===== config.mk =====
export PLATFORM = sky130hd
export DESIGN_NAME = mmss_countdown
export DESIGN_NICKNAME = d
export VERILOG_FILES = /design/src/rtl/mmss_countdown.sv
export SDC_FILE = /design/constraint.sdc
export NUM_CORES = 1
export LEC_CHECK = 0
export ABC_AREA = 1
export BUFFER_PORTS_ARGS = -buffer_cell sky130_fd_sc_hd__buf_2
export CAP_MARGIN = 25
export CORE_MARGIN = 4
export CORE_UTILIZATION = 50
export CTS_CLUSTER_DIAMETER = 100
export DETAILED_ROUTE_END_ITERATION = 7
export GPL_TIMING_DRIVEN = 0
export PLACE_DENSITY = 0.78
export SLEW_MARGIN = 20
export SYNTH_ARGS = -nofsm -noshare
export SYNTH_HDL_FRONTEND = slang
export SYNTH_SLANG_ARGS = --single-unit

===== constraint.sdc =====
create_clock -name clk -period 1.8 [get_ports clk]
set_input_delay 0.18 -clock clk [delete_from_list [all_inputs] [get_ports clk]]
set_output_delay 0.18 -clock clk [all_outputs]
set_load 0.05 [all_outputs]

===== src/rtl/mmss_countdown.sv =====
// M:SS BCD countdown timer with start/stop/clear/load control and one-cycle done pulse.
// Optional internal 1 Hz prescaler compiled in with `define MMSS_PRESCALER_EN.
module mmss_countdown #(
    parameter int unsigned TICK_DIV = 50_000_000
) (
    input  logic       clk,
    input  logic       rst_n,
    input  logic       tick,
    input  logic       load,
    input  logic [3:0] load_min,
    input  logic [3:0] load_dsec,
    input  logic [3:0] load_sec,
    input  logic       start,
    input  logic       stop,
    input  logic       clear,
    output logic [3:0] min,
    output logic [3:0] dSec,
    output logic [3:0] sec,
    output logic       running,
    output logic       done
);

    typedef enum logic [1:0] {
        S_IDLE,
        S_RUN,
        S_PAUSE,
        S_DONE
    } state_t;

    state_t     state_q, state_d;
    logic [3:0] min_q, min_d;
    logic [3:0] dsec_q, dsec_d;
    logic [3:0] sec_q, sec_d;
    logic       running_q, running_d;
    logic       done_q, done_d;
    logic       tick_int;
    logic       count_zero;

    if (TICK_DIV < 1) begin : g_bad_tick_div
        $error("mmss_countdown: TICK_DIV must be at least 1");
    end

`ifdef MMSS_PRESCALER_EN
    localparam int unsigned PRE_W = (TICK_DIV > 1) ? $clog2(TICK_DIV) : 1;

    logic [PRE_W-1:0] pre_q, pre_d;
    logic             pre_clr;
    logic             unused_tick;

    assign unused_tick = tick;
    assign tick_int    = (state_q == S_RUN) && (pre_q == PRE_W'(TICK_DIV - 1));

    // Entering RUN can only come from an accepted start, so restart the second there.
    always_comb begin
        pre_clr = clear || (load && (state_q != S_RUN)) ||
                  ((state_q != S_RUN) && (state_d == S_RUN));
        pre_d   = pre_q;
        if (pre_clr) begin
            pre_d = '0;
        end else if (state_q == S_RUN) begin
            pre_d = tick_int ? '0 : pre_q + PRE_W'(1);
        end
    end

    always_ff @(posedge clk or negedge rst_n) begin
        if (!rst_n) begin
            pre_q <= '0;
        end else begin
            pre_q <= pre_d;
        end
    end
`else
    assign tick_int = tick;
`endif

    assign count_zero = (min_q == 4'd0) && (dsec_q == 4'd0) && (sec_q == 4'd0);

    always_comb begin
        state_d = state_q;
        min_d   = min_q;
        dsec_d  = dsec_q;
        sec_d   = sec_q;
        done_d  = 1'b0;
        if (clear) begin
            state_d = S_IDLE;
            min_d   = '0;
            dsec_d  = '0;
            sec_d   = '0;
        end else if (load && (state_q != S_RUN)) begin
            state_d = S_IDLE;
            min_d   = (load_min  > 4'd9) ? 4'd9 : load_min;
            dsec_d  = (load_dsec > 4'd5) ? 4'd5 : load_dsec;
            sec_d   = (load_sec  > 4'd9) ? 4'd9 : load_sec;
        end else if (stop) begin
            if (state_q == S_RUN) begin
                state_d = S_PAUSE;
            end
        end else if (start && ((state_q == S_IDLE) || (state_q == S_PAUSE))) begin
            if (!count_zero) begin
                state_d = S_RUN;
            end
        end else if (tick_int && (state_q == S_RUN)) begin
            if (sec_q != 4'd0) begin
                sec_d = sec_q - 4'd1;
            end else if (dsec_q != 4'd0) begin
                sec_d  = 4'd9;
                dsec_d = dsec_q - 4'd1;
            end else begin
                sec_d  = 4'd9;
                dsec_d = 4'd5;
                min_d  = min_q - 4'd1;
            end
            if ((min_d == 4'd0) && (dsec_d == 4'd0) && (sec_d == 4'd0)) begin
                state_d = S_DONE;
                done_d  = 1'b1;
            end
        end
        running_d = (state_d == S_RUN);
    end

    always_ff @(posedge clk or negedge rst_n) begin
        if (!rst_n) begin
            state_q   <= S_IDLE;
            min_q     <= '0;
            dsec_q    <= '0;
            sec_q     <= '0;
            running_q <= 1'b0;
            done_q    <= 1'b0;
        end else begin
            state_q   <= state_d;
            min_q     <= min_d;
            dsec_q    <= dsec_d;
            sec_q     <= sec_d;
            running_q <= running_d;
            done_q    <= done_d;
        end
    end

    assign min     = min_q;
    assign dSec    = dsec_q;
    assign sec     = sec_q;
    assign running = running_q;
    assign done    = done_q;

endmodule


==> results.cfg <==
[status]
status = completed

[final_layout]
drive_gt1_share_pct = 25.93
area_delta_synth_final_pct = 22.43
antenna_cells = 0
fin_nets = 211
seqCellArea_sq_um = 400.4
finish.utilization_pct = 66.54
nFillCells = 193
multi_input_area_sq_um = 614.3

[logic_synthesis]
yosys.area_share.xor_xnor_pct = 0.7892
synth-warning-count = 0
synthMuxAreaShare_pct = 0
synth.area.top_cells = dfrtp_1, nand2_1, inv_1
netlist.top_cell.by_area = dfrtp_1
yosysMostFrequentCell = nand2_1
synth-simple-area-share_pct = 31.23
synth_edf_count = 0
netlist_area_sq_um = 1110
synth.distinct_cells = 33
ys_ff_latch = 16
netlist_instances = 152
avgSynthCellArea_sq_um = 7.301
async_flop_share_pct = 100.0
synth_top_family_by_area = simple AND/OR/NAND/NOR gates
synth_compound_area_share_pct = 20.29
synth_fp_nets = 173
yosysSeqAreaShare_pct = 36.08
synth.top_cell.area_share_pct = 36.08
synth.top_cells.by_count = nand2_1, inv_1, dfrtp_1, nor2_1, o21ai_0
synth_fa_ha_area_share_pct = 2.255
synth_ff_type = dfrtp_1

[clocking]
cts_tree = yes
clock-root-buffer = clkbuf_4
path_clk_slew_ns = 0.11
cts_made_buffers = 3
clock_latency_ns = 0.29
clock_path_buffers = 2
cts_setup_buffers = 0
clkSinkCount = 16
h-tree-depth = 1

[sta]
post-route-min-period_ns = 1.695
setup_viol = 0
whs_ns = 0.06351
tns_ns = 0
tightest_slew_ns = 0.3795
rsz0062_at_grt = no
slew_viol_final = 0
maxSlewHeadroom_pct = 74.70
hold_viol = 0
max_freq_mhz = 590.1
finalCritPeriodShare_pct = 94.14
fin_worst_skew_ns = 0.01631

[pwr]
cellPowerDensity_nw_per_um2 = 892.4
irDropWorstVdd_v = 0.0006479
leakage_nw = 0.7365
p_total_mw = 1.213

[grt]
overflow = 0
grt_pass1_vias = 1071
grt_pass1_wl_um = 4588
grt_max_degree = 17
grt_use_total_pct = 20.80
antenna_found_initial = 0

[detailed_routing]
drc = 0
viasPerCell = 5.509
wire_per_inst_um = 13.14
ant_nets = 0
num_vias = 1190
drt_wl_total_um = 2838
drtPass1Iterations = 4
drtIter0Drc = 45

[floorplan]
die_w_um = 55.11
die_area_sq_um = 3037
die_h_um = 55.11
io_pins = 33
start_util_pct = 54.35
core_area_sq_um = 2042
row_count = 16

[critical_path]
critPathTopFamily = simple AND/OR/NAND/NOR gates
cp_slowest_cell = dfrtp_1
critPathBufInv = 0
cpMostUsedCell = nand2_1
cpPeakStageDelay_ns = 0.46
crit_arrival_ns = 1.86
crit_required_ns = 1.97
critical_path.endpoint_type = flip-flop
cp_max_fo = 5
crit_path_cell_trace = nor2_4 -> nand3_1 -> o21bai_1 -> nand2_1 -> nor2_1 -> nand3_2 -> nand2_1 -> a21oi_1
worstSetupStartpointType = flip-flop
path_class = reg -> reg

[place]
portBuffers = 32
place.gp.congestion = 0.8576
dp_hpwl_um = 2217

[min_path]
hp-class = in -> reg

[flow_run]
maxCapViolCount = 0
[area by class of cell]
class,count,share of cell area [%]
repair buffers,33,12.52
multi-input cells,109,45.21
well taps,27,2.486
plain buffers,2,0.7366
inverters,25,6.906
clock buffers,4,2.670
flip-flops and latches,16,29.47
[kinds of logic (layout without fill, tap and decap cells)]
group                    Yosys count  in the layout
AO/OA/AOI/OAI                     36             36
AND/OR/NAND/NOR                   70             70
flip-flops                        16             16
buffers and inverters             27             64
adder cells (fa/ha/maj)            2              2
XOR/XNOR                           1              1
[final timing paths]
check                           slack (ns)     from       to  cells past startpoint
worst max-delay path                  0.11  dSec[0]  running                      8
worst min-delay path                  0.06     stop     done                      2
worst max register to register        0.11  dSec[0]  running                      8
worst min register to register        0.62   min[3]   min[3]                      2
max in group asynchronous             1.19    rst_n   min[1]                      2
min in group asynchronous             0.32    rst_n   sec[3]                      2
[per-stage QoR]
step                std cells  area, sq um  setup WS (ns)
global route              216         1359       0.006840
global placement          211         1304         0.2093
floorplan                 152         1110        0.06709
detailed placement        211         1304         0.1895
finish                    216         1359         0.1054
CTS                       216         1350         0.1526
[registers in the layout (all words and copies together) (netlist names)]
| register | cells |
|---|---|
| sec | 4 |
| dSec | 4 |
| state_q | 2 |
| done | 1 |
| min | 4 |
| running | 1 |
[routing by layer]
| metal | vias to the layer above | GRT usage [%] | share of wire, % |
|---|---|---|---|
| li1 | 586 | - | - |
| met1 | 556 | 28.69 | 45 |
| met2 | 46 | 32.09 | 47 |
| met3 | 2 | 2.949 | 7.7 |
| met4 | 0 | 9.312 | 0.63 |
| met5 | - | 0 | 0 |
[power breakdown]
group / switching [mW] / internal (mW) / leakage (nW)
clock: 0.120 / 0.123 / 0.0210
sequential: 0.0443 / 0.393 / 0.213
combinational: 0.374 / 0.159 / 0.502
[timing repair]
| item | in CTS | in global routing |
|---|---|---|
| endpoints found under the hold margin | 16 | 0 |
| gates resized for setup | 0 | 2 |
| hold buffers | 1 | 0 |
| endpoints found under the setup margin | 0 | 2 |
[placed cells by master (no fill, tap or decap), types with 5 or more instances in the layout]
master,instances
nor2_1,16
nand2_1,31
inv_1,24
dfrtp_1,16
a21oi_1,7
buf_2,34
o22ai_1,5
nand3_1,9
o21ai_0,11
Note: power is estimated with default switching activity, not from simulation.
